## src/rtl/fifo_read_ctrl.sv

```systemverilog
// fifo_read_ctrl: read-side controller of a dual-clock asynchronous FIFO.
// Lives entirely in the rclk domain. The Gray write pointer is brought in
// through a two-flop synchroniser. The binary and Gray read pointers, the
// empty/almost-empty/underflow flags and a conservative fill level are all
// produced from registers.
module fifo_read_ctrl #(
  parameter int ADDRSIZE            = 4,
  parameter int ALMOST_EMPTY_THRESH = 1
) (
  input  logic                rclk,
  input  logic                rrst_n,
  input  logic                rinc,
  input  logic [ADDRSIZE:0]   wptr,
  output logic [ADDRSIZE-1:0] raddr,
  output logic [ADDRSIZE:0]   rptr,
  output logic                rempty,
  output logic                arempty,
  output logic [ADDRSIZE:0]   rlevel,
  output logic                runderflow
);

  // Pointer width: one extra bit to tell full from empty.
  localparam int PW = ADDRSIZE + 1;
  localparam logic [PW-1:0] AE_THRESH = PW'(ALMOST_EMPTY_THRESH);

  // Binary to reflected Gray code.
  function automatic logic [PW-1:0] bin2gray(input logic [PW-1:0] bin);
    return (bin >> 1) ^ bin;
  endfunction

  // Reflected Gray code back to binary: each bit is the XOR of all
  // Gray bits at and above it.
  function automatic logic [PW-1:0] gray2bin(input logic [PW-1:0] gray);
    logic [PW-1:0] bin;
    bin[PW-1] = gray[PW-1];
    for (int i = PW - 2; i >= 0; i--) begin
      bin[i] = bin[i+1] ^ gray[i];
    end
    return bin;
  endfunction

  // Synchroniser stages for the incoming write pointer.
  logic [PW-1:0] rq1_wptr_r;
  logic [PW-1:0] rq2_wptr_r;

  // Read pointer state and registered outputs.
  logic [PW-1:0] rbin_r;
  logic [PW-1:0] rptr_r;
  logic          rempty_r;
  logic          arempty_r;
  logic [PW-1:0] rlevel_r;
  logic          runderflow_r;

  // Next-state values.
  logic          ren_s;
  logic [PW-1:0] rbinnext_s;
  logic [PW-1:0] rgraynext_s;
  logic [PW-1:0] wbin_s;
  logic [PW-1:0] lvl_next_s;
  logic          rempty_next_s;
  logic          arempty_next_s;
  logic          runderflow_next_s;

  // Two-flop synchroniser: wptr is only ever sampled here, so a single-bit
  // Gray change resolves to either the old or the new pointer value.
  always_ff @(posedge rclk or negedge rrst_n) begin
    if (!rrst_n) begin
      rq1_wptr_r <= {PW{1'b0}};
      rq2_wptr_r <= {PW{1'b0}};
    end else begin
      rq1_wptr_r <= wptr;
      rq2_wptr_r <= rq1_wptr_r;
    end
  end

  // Next-state logic: pop acceptance, pointer advance, level and flags.
  always_comb begin
    ren_s             = 1'b0;
    rbinnext_s        = rbin_r;
    rgraynext_s       = rptr_r;
    wbin_s            = {PW{1'b0}};
    lvl_next_s        = {PW{1'b0}};
    rempty_next_s     = 1'b1;
    arempty_next_s    = 1'b1;
    runderflow_next_s = 1'b0;

    // A pop is taken only while the FIFO looks non-empty; a request against
    // an empty FIFO is dropped and flagged instead of moving the pointer.
    ren_s             = rinc & ~rempty_r;
    runderflow_next_s = rinc & rempty_r;

    // Natural modulo-2**PW wrap: raddr rolls over and the MSB toggles.
    rbinnext_s  = rbin_r + {{ADDRSIZE{1'b0}}, ren_s};
    rgraynext_s = bin2gray(rbinnext_s);

    // Level is measured against the synchronised write pointer, so it can
    // only lag the true occupancy, never overstate it.
    wbin_s     = gray2bin(rq2_wptr_r);
    lvl_next_s = wbin_s - rbinnext_s;

    // Empty compares in Gray so it agrees exactly with lvl_next_s == 0.
    rempty_next_s  = (rgraynext_s == rq2_wptr_r);
    arempty_next_s = (lvl_next_s <= AE_THRESH);
  end

  // Read pointer registers: binary drives the RAM, Gray goes to the
  // write domain.
  always_ff @(posedge rclk or negedge rrst_n) begin
    if (!rrst_n) begin
      rbin_r <= {PW{1'b0}};
      rptr_r <= {PW{1'b0}};
    end else begin
      rbin_r <= rbinnext_s;
      rptr_r <= rgraynext_s;
    end
  end

  // Status registers: flags and level update on the same edge so that
  // rempty and rlevel == 0 always agree.
  always_ff @(posedge rclk or negedge rrst_n) begin
    if (!rrst_n) begin
      rempty_r     <= 1'b1;
      arempty_r    <= 1'b1;
      rlevel_r     <= {PW{1'b0}};
      runderflow_r <= 1'b0;
    end else begin
      rempty_r     <= rempty_next_s;
      arempty_r    <= arempty_next_s;
      rlevel_r     <= lvl_next_s;
      runderflow_r <= runderflow_next_s;
    end
  end

  // RAM address is a plain slice of the binary register.
  assign raddr      = rbin_r[ADDRSIZE-1:0];
  assign rptr       = rptr_r;
  assign rempty     = rempty_r;
  assign arempty    = arempty_r;
  assign rlevel     = rlevel_r;
  assign runderflow = runderflow_r;

endmodule
```

## config.mk

```make
export PLATFORM = sky130hd
export DESIGN_NAME = fifo_read_ctrl
export DESIGN_NICKNAME = d
export VERILOG_FILES = /design/src/rtl/fifo_read_ctrl.sv
export SDC_FILE = /design/constraint.sdc
export NUM_CORES = 1
export LEC_CHECK = 0
export BUFFER_PORTS_ARGS = -buffer_cell sky130_fd_sc_hd__buf_2
export CAP_MARGIN = 5
export CORE_MARGIN = 3
export CORE_UTILIZATION = 25
export CTS_BUF_LIST = sky130_fd_sc_hd__clkbuf_16
export CTS_CLUSTER_SIZE = 25
export DETAILED_ROUTE_END_ITERATION = 6
export GPL_ROUTABILITY_DRIVEN = 0
export GPL_TIMING_DRIVEN = 0
export PLACE_DENSITY = 0.5
export SLEW_MARGIN = 30
export SYNTH_ARGS = -nofsm -noshare
export SYNTH_HDL_FRONTEND = slang
export SYNTH_SLANG_ARGS = --single-unit
```

## constraint.sdc

```tcl
create_clock -name rclk -period 4.05 [get_ports rclk]
set_clock_uncertainty 0.05 [all_clocks]
set_input_delay 0.81 -clock rclk [delete_from_list [all_inputs] [get_ports rclk]]
set_output_delay 0.81 -clock rclk [all_outputs]
set_load 0.02 [all_outputs]
```

==> results.yml, run 1 <==
run_status:
  outcome: "finished clean"
synth:
  synth.area.top_cells: "dfrtp_1, ha_1, xor2_1"
  post_synth.cell_area_avg_um2: 14.7
  syn_nets: 96
  async_reset_ff_share_pct: 100
  ys.warnings.count: 0
  synthesis.area_um2: 1190
  syn_inst: 81
  synth_top_area_share_pct: 52.5
  synth_edf_count: 0
  synth_largest_area_cell: "dfrtp_1"
  seq_area_frac_synth_pct: 56.9
  dominantRegCellSynth: "dfrtp_1"
  postSynthRegisterBits: 27
  yosys_cell_types: 28
setup_path:
  critPathMostFrequentCell: "ha_1"
  critical_path.reg2reg.endpoint: "arempty"
  setup.worst_path.start_class: "primary input"
  slowest_library_cell_on_the_worst_path: "xnor2_1"
  regToRegSetupSlack_ns: 0.89
  required_ns: 4.16
  critPathMaxStageDelay_ns: 0.67
  worst-path-buf-inv: 1
  criticalPathCategory: "in2reg"
  setup.worst_path.end_class: "flop"
  cells_on_worst_reg2reg_path: 9
  critPathMaxFanout: 8
  r2r-start: "rq2_wptr_r[4]"
  critPathArrivalTime_ns: 3.30
  critPathTopFamily: "adder cells"
  path_cells: "buf_2 > nor2b_1 > ha_1 > ha_1 > xnor2_1 > ha_1 > o21a_1 > or3_1 > a2111oi_4"
floorplanning:
  rows: 24
  die_area_um2: 5630
  start_util_pct: 26.6
  floorplan.io_pins: 25
  core-area_um2: 4470
  fp.dieW_um: 75.1
  die_h_um: 75.1
global_route:
  grt_pass1_wl_mm: 3.28
  via_count_of_the_first_global_routing_pass: 699
  grt_max_degree: 28
  grt_overflow: 0
  grt_usage_pct: 7.96
  antenna_found_initial: 0
clock_tree:
  cts_tree: "yes"
  cts_setup_buffers: 0
  cts_buffer_depth: 2
  numCtsBuffers: 3
  htree_num_levels: 1
  post_cts.resized_instances: 0
  clock_insertion_delay_at_the_later_pin_of_the_skew_report_ns: 0.26
  numClockSinks: 27
  post_cts_hold_buffer_count: 0
  clk_pin_slew_ns: 0.06
  ctsRootBufferMaster: "clkbuf_16"
worst_hold_path:
  worst_hold_startpoint: "rq1_wptr_r[1]"
  worstHoldPathType: "reg2reg"
  hold_depth: 0
  worstHoldEndpoint: "rq2_wptr_r[1]"
finish:
  layout-drive-gt1-share_pct: 31.2
  final_util_pct: 32.6
  antenna_cells_inserted: 0
  design.final.nets: 125
  syn2layout_area_growth_pct: 22.1
power_and_ir_drop:
  pwr_density_cell_nw_per_um2: 939
  leakagePower_uw: 0.000738
  vdd.ir_drop.worst_v: 0.000294
timing:
  max-slew-margin-rel_pct: 45.4
  maxClockFrequency_ghz: 0.313
  setup_viol_count_final: 0
  timing_worst_slew_pin_value_ns: 0.814
  slew_viol_final: 0
  period_minus_slack_ns: 3.19
  hold_viol_final: 0
  setup_tns_final_ns: 0
  rsz_0062_raised_after_global_routing: "no"
  period_share_pct: 78.9
drt:
  total_wire_length_after_detailed_routing_mm: 1.94
  drc: 0
  drt_first_iter_violations: 24
  vias_post_dr: 651
  wl_per_cell_um: 12.0
  drt_first_pass_iters: 2
  antenna_violating_nets_post_route: 0
  detail_route.vias_per_cell: 4.04
placed_design:
  dp_hpwl_mm: 1.46
  numPortBuffers: 24
run:
  max_cap_violations: 0
-- Yosys cell counts (2+ instances only) --
library cell	count
dfstp_2	2
nor2b_1	3
dfrtp_1	25
inv_1	9
ha_1	6
nand3_1	3
and2_1	2
xnor2_1	4
xor2_1	8
-- worst reg2reg max path: stages (launching register included) --
cell and delay (ns):
dfrtp_1 0.43, xnor3_2 0.44, xor2_1 0.32, xor2_1 0.12, ha_1 0.25, fa_1 0.45
nor2b_1 0.15, or3b_1 0.38, and4_4 0.21, a2111oi_4 0.27
-- area by class of cell --
type,instances,area (um^2)
fill,443,3020
sequential,27,678
multi-input combinational,45,480
timing repair buffer,24,120
clock buffer,3,75.1
tap,52,65.1
inverter,9,33.8
clock inverter,1,3.75
-- cell usage in the layout (no fill, tap or decap), drive strengths merged --
| cell | synthesis | layout |
|---|---|---|
| a2111oi | 1 | 1 |
| a21oi | 1 | 1 |
| a31oi | 1 | 1 |
| and2 | 2 | 2 |
| and3 | 1 | 1 |
| and4 | 1 | 1 |
| buf | 0 | 24 |
| clkbuf | 0 | 3 |
| dfrtp | 25 | 25 |
| dfstp | 2 | 2 |
| fa | 1 | 1 |
| ha | 6 | 6 |
| inv | 9 | 10 |
| nand2 | 1 | 1 |
| nand3 | 3 | 3 |
| nor2b | 3 | 3 |
| nor3 | 1 | 1 |
| o2111a | 1 | 1 |
| o21a | 1 | 1 |
| o21ai | 1 | 1 |
| or2 | 1 | 1 |
| or3 | 1 | 1 |
| or3b | 1 | 1 |
| xnor2 | 4 | 4 |
| xnor3 | 3 | 3 |
| xor2 | 8 | 8 |
| xor3 | 2 | 2 |
-- metrics by stage --
step	cell area [um^2]	power, uW	std cells	setup slack [ns]	hold slack (ns)
floorplan	1190	988	81	0.947	0.281
detailed placement	1380	1170	157	0.578	0.285
global route	1460	1490	161	0.664	0.309
global placement	1380	1160	157	0.577	0.283
finish	1460	1370	161	0.855	0.298
CTS	1460	1400	161	0.838	0.300
-- how the worst max path moves through the flow --
stage          depth (start not counted)      end  slack (ns)           from
4_1_cts                                9  arempty        0.84           rinc
6_report                               9  arempty        0.86           rinc
5_1_grt                                9  arempty        0.66  rq2_wptr_r[4]
3_3_place_gp                           9  arempty        0.58           rinc
3_5_place_dp                           9  arempty        0.58           rinc
2_1_floorplan                          8  arempty        0.95           rinc
-- report_power, final --
part	leakage (uW)	switching [uW]	internal, uW
clock network	0.0000423	84.7	132
logic	0.000380	405	342
registers	0.000315	38.3	366
-- sequential cells by signal, indices dropped and copies added (netlist names) --
name        count
runderflow      1
rempty          1
rbin_r          5
rq2_wptr_r      5
rptr            4
rlevel          5
rq1_wptr_r      5
arempty         1
-- per-layer routing --
metal	vias up	GRT usage, %	routed length, um
li1	323	-	-
met1	306	10.6	916
met2	20	11.9	867
met3	2	3.20	132
met4	0	2.37	19
met5	-	0	0
-- kinds of logic after synthesis --
family | after synthesis | synth area share, %
xor+xnor | 17 | 19.2
simple gates | 15 | 7.87
flops | 27 | 56.9
buf+inv | 9 | 2.83
fa+ha+maj | 7 | 7.97
compound gates | 6 | 5.25
Power figures use the tool's default switching activity.
==> run 2, diff against run 1 <==
Clock period 4.05 ns to 3.15 ns, I/O delays scaled along.
==> run 2 against run 1 <==
Clock power increased by 28%. Sequential share of layout area decreased by 1.7 points. Sequential cell count unchanged. Core utilization increased by 1.2 points. First-iteration DRC count increased by 8.3%. Global-route usage about the same. Critical path type is now reg2reg.
==> results.yml, run 2 (synthesized netlist as in run 1, its figures left out) <==
run_status:
  outcome: "finished clean"
finish:
  antenna_cells_inserted: 0
  layout-drive-gt1-share_pct: 36.6
  layout.cells.most_common_list: "dfrtp_1, buf_2, inv_1"
  area.sequential_um2: 678
  stdcell_area_um2: 1510
  syn2layout_area_growth_pct: 26.7
  design.final.nets: 128
  final_util_pct: 33.8
  layout.filler_cells: 436
  final_common_cell: "dfrtp_1"
  multiInputGateArea_um2: 512
setup_path:
  criticalPathCategory: "reg2reg"
  slowest_library_cell_on_the_worst_path: "xnor3_2"
  path_cells: "xnor3_2 > xor2_4 > xor2_1 > ha_2 > fa_1 > nor2b_1 > or3b_4 > and4_4 > a2111oi_4"
  regToRegSetupSlack_ns: 0.09
  critPathMaxStageDelay_ns: 0.51
  worst_setup_path_endpoint: "arempty"
  cells_on_worst_reg2reg_path: 9
  critPathMaxFanout: 4
  critPathArrivalTime_ns: 3.17
  critical_path.reg2reg.endpoint: "arempty"
  crit_start: "rq2_wptr_r[2]"
  required_ns: 3.26
  r2r-start: "rq2_wptr_r[2]"
  setup.worst_path.start_class: "flop"
  setup.worst_path.end_class: "flop"
timing:
  timing_worst_slew_pin_value_ns: 0.587
  hold_viol_final: 0
  slew_viol_final: 0
  maxClockFrequency_ghz: 0.327
  final.hold.worst_slack_ns: 0.298
  setup_viol_count_final: 0
  period_share_pct: 97.1
  period_minus_slack_ns: 3.06
  setup_tns_final_ns: 0
  max-slew-margin-rel_pct: 60.9
floorplanning:
  rows: 24
  die_area_um2: 5630
  start_util_pct: 26.6
  floorplan.io_pins: 25
  die_h_um: 75.1
  fp.dieW_um: 75.1
  core-area_um2: 4470
power_and_ir_drop:
  vdd.ir_drop.worst_v: 0.000379
  power.clock.fraction_pct: 15.4
  leakagePower_uw: 0.000760
  p_int_uw: 1110
  p_switching_uw: 690
  fin_total_pwr_uw: 1800
  pwr_density_cell_nw_per_um2: 1190
  p_seq_share_pct: 29.0
  pwr-share-comb_pct: 55.6
  switching_share_pct: 38.3
worst_hold_path:
  worstHoldPathType: "reg2reg"
clock_tree:
  clk_pin_slew_ns: 0.06
  htree_num_levels: 1
  numClockSinks: 27
  cts_buffer_depth: 2
  numCtsBuffers: 3
  post_cts_hold_buffer_count: 0
  cts_tree: "yes"
  ctsRootBufferMaster: "clkbuf_16"
  clock_insertion_delay_at_the_later_pin_of_the_skew_report_ns: 0.26
global_route:
  grt_overflow: 0
  grt_usage_pct: 7.96
  via_count_of_the_first_global_routing_pass: 699
  grt_max_degree: 28
  grt_pass1_wl_mm: 3.28
  antenna_found_initial: 0
drt:
  detail_route.vias_per_cell: 4.14
  drt_first_iter_violations: 26
  drt_first_pass_iters: 3
  total_wire_length_after_detailed_routing_mm: 2.01
  drc: 0
  wl_per_cell_um: 12.3
  antenna_violating_nets_post_route: 0
  vias_post_dr: 679
run:
  max_cap_violations: 0
placed_design:
  dp_hpwl_mm: 1.46
  placement.cell_area_um2: 1380
  numPortBuffers: 24
==> run 2: changes by cell type in the layout (fill, tap and decap cells not counted), sizes merged <==
cell  change
buf       +3
==> run 2: power groups by stage <==
stage	clock (uW)	combinational (uW)	sequential, uW
3_3_place_gp	0	962	527
6_report	277	1000	522
3_5_place_dp	0	974	527
5_1_grt	308	1110	538
2_1_floorplan	0	614	657
4_1_cts	292	983	522
==> run 2: per-layer routing <==
layer | wire length (um) | track usage [%] | up-vias | part of all wire [%]
met1 | 921 | 10.6 | 329 | 46
met2 | 942 | 11.9 | 20 | 47
met3 | 130 | 3.20 | 2 | 6.5
li1 | - | - | 328 | -
met5 | 0 | 0 | - | 0
met4 | 17 | 2.37 | 0 | 0.84
==> run 2: worst max-delay path: cells and delay by family (launching register included) <==
kind / cells / cell delay (ns)
flops: 1 / 0.37
simple gates: 3 / 0.77
xor+xnor: 3 / 0.86
fa+ha+maj: 2 / 0.65
compound gates: 1 / 0.27
==> run 2: cell type report <==
cell class | count | share of cell area (%)
Timing Repair Buffer | 27 | 9.44
Tap cell | 52 | 4.31
Multi-Input combinational cell | 45 | 33.9
Sequential cell | 27 | 44.9
Inverter | 9 | 2.24
Clock buffer | 3 | 4.97
Clock inverter | 1 | 0.249
==> run 2: worst min-delay path by stage <==
stage / startpoint / end / slack [ns] / cells after the start
after floorplan: rrst_n / rbin_r[0] / 0.28 / 0
after global placement: rq1_wptr_r[3] / rq2_wptr_r[3] / 0.28 / 0
after detailed placement: rq1_wptr_r[1] / rq2_wptr_r[1] / 0.28 / 0
after CTS: rq1_wptr_r[1] / rq2_wptr_r[1] / 0.30 / 0
after global routing: rq1_wptr_r[0] / rq2_wptr_r[0] / 0.31 / 0
final: rq1_wptr_r[1] / rq2_wptr_r[1] / 0.30 / 0
==> run 2: timing repair <==
action / in CTS / in global routing
resized for setup: 1 / 4
buffers inserted: 0 / 3
pin swaps: 0 / 1
setup endpoints to repair: 1 / 2
==> run 2: through the flow <==
step	setup slack, ns	instances
after floorplan	0.172	81
after global placement	-0.143	157
after detailed placement	-0.142	157
after CTS	0.0394	161
after global routing	-0.0316	164
final	0.0902	164
==> run 3, diff against run 2 <==
Settings changed: PLACE_DENSITY 0.5 to not set.
==> run 3 against run 2 <==
Worst hold slack improved by 0.00059 ns. Register-to-register slack gained 0.02 ns. Die area did not move. Sequential cell count is the same. Critical path depth is the same. Core utilization increased by 0.25 points. Non-clock buffer count grew 1. First-iteration DRC count fell by 77%. Final area increased by 0.75%. Power is essentially flat. Sequential power about the same.
==> results.yml, run 3 (synthesized netlist as in run 1, its figures left out) <==
power_and_ir_drop:
  vdd.ir_drop.worst_v: 0.000612
  leakagePower_uw: 0.000765
  pwr_density_cell_nw_per_um2: 1180
global_route:
  via_count_of_the_first_global_routing_pass: 733
  grt_max_degree: 28
  grt_usage_pct: 7.90
  grt_pass1_wl_mm: 3.31
  grt_overflow: 0
  antenna_found_initial: 0
finish:
  layout.filler_cells: 440
  layout.cells.most_common_list: "dfrtp_1, buf_2, inv_1"
  antenna_cells_inserted: 0
  layout-drive-gt1-share_pct: 38.9
  final_common_cell: "dfrtp_1"
  area.sequential_um2: 678
  syn2layout_area_growth_pct: 27.6
  final_util_pct: 34.0
  design.final.nets: 129
  stdcell_area_um2: 1520
  fin_cells: 165
  multiInputGateArea_um2: 514
run_status:
  outcome: "finished clean"
drt:
  detail_route.vias_per_cell: 4.11
  antenna_violating_nets_post_route: 0
  drt_first_pass_iters: 2
  total_wire_length_after_detailed_routing_mm: 2.01
  vias_post_dr: 678
  drt_first_iter_violations: 6
  drc: 0
  wl_per_cell_um: 12.2
clock_tree:
  clock_insertion_delay_at_the_later_pin_of_the_skew_report_ns: 0.26
  numClockSinks: 27
  cts_buffer_depth: 2
  cts_tree: "yes"
  numCtsBuffers: 3
  htree_num_levels: 1
  post_cts_hold_buffer_count: 0
  ctsRootBufferMaster: "clkbuf_16"
  clk_pin_slew_ns: 0.06
setup_path:
  cells_on_worst_reg2reg_path: 9
  crit_start: "rq2_wptr_r[4]"
  critPathArrivalTime_ns: 3.16
  required_ns: 3.26
  criticalPathCategory: "reg2reg"
  critPathMaxFanout: 3
  regToRegSetupSlack_ns: 0.11
  critical_path.reg2reg.endpoint: "arempty"
  setup.worst_path.end_class: "flop"
  r2r-start: "rq2_wptr_r[4]"
  setup.worst_path.start_class: "flop"
  worst_setup_path_endpoint: "arempty"
placed_design:
  dp_hpwl_mm: 1.49
  placement.cell_area_um2: 1380
  numPortBuffers: 24
  total_placed_cells_including_tap_cells: 157
worst_hold_path:
  worstHoldPathType: "reg2reg"
floorplanning:
  fp.dieW_um: 75.1
  die_h_um: 75.1
  rows: 24
  floorplan.io_pins: 25
  start_util_pct: 26.6
  core-area_um2: 4470
  die_area_um2: 5630
timing:
  setup_viol_count_final: 0
  period_minus_slack_ns: 3.04
  slew_viol_final: 0
  max-slew-margin-rel_pct: 61.6
  setup_tns_final_ns: 0
  rsz_0062_raised_after_global_routing: "no"
  timing_worst_slew_pin_value_ns: 0.576
  hold_viol_final: 0
  maxClockFrequency_ghz: 0.329
  period_share_pct: 96.6
run:
  max_cap_violations: 0
run 3: changes by cell type in the layout (fill, tap and decap cells not counted), sizes merged:
cell	delta
clkinv	+1
buf	+1
inv	-1
run 3: routing by layer:
layer,share of wire [%],up-vias,global-route usage [%]
li1,-,331,-
met1,43,320,9.60
met2,46,21,11.7
met3,8.7,6,3.60
met4,2.2,0,4.15
met5,0,-,0
run 3: how the worst min path moves through the flow:
stage	startpoint	to	slack, ns	cells past startpoint
detailed placement	rq1_wptr_r[0]	rq2_wptr_r[0]	0.29	0
floorplan	rrst_n	rbin_r[0]	0.28	0
global placement	rq1_wptr_r[0]	rq2_wptr_r[0]	0.28	0
global route	rq1_wptr_r[0]	rq2_wptr_r[0]	0.31	0
finish	rq1_wptr_r[0]	rq2_wptr_r[0]	0.30	0
CTS	rq1_wptr_r[0]	rq2_wptr_r[0]	0.30	0
run 3: where the power goes:
group	total, uW	internal, uW	switching (uW)
Combinational	995	464	531
Sequential	521	471	50.7
Clock	283	171	112
run 3: final cells by class:
class,count,share of cell area [%]
sequential,27,44.6
multi-input combinational,45,33.8
timing repair buffer,28,9.87
clock buffer,3,4.93
tap,52,4.28
inverter,9,2.22
clock inverter,1,0.329
run 3: metrics by stage:
stage	hold WS, ns	total power (uW)	setup slack (ns)
floorplan	0.281	1270	0.172
global placement	0.284	1480	-0.0670
detailed placement	0.286	1500	-0.106
CTS	0.301	1800	0.00175
global route	0.308	1940	0.000656
finish	0.298	1800	0.108
run 3: what timing repair did:
| action | in CTS | in global routing |
|---|---|---|
| setup endpoints to repair | 2 | 2 |
| resized for setup | 1 | 5 |
| setup buffers | 0 | 4 |
| pin swaps | 0 | 1 |
run 3: critical path, stage by stage (launching register included):
cell,delay [ns]
dfrtp_1,0.42
xnor3_2,0.45
xor2_4,0.19
xor2_1,0.15
ha_1,0.25
fa_2,0.41
nor2b_2,0.13
or3b_4,0.40
and4_4,0.21
a2111oi_4,0.27
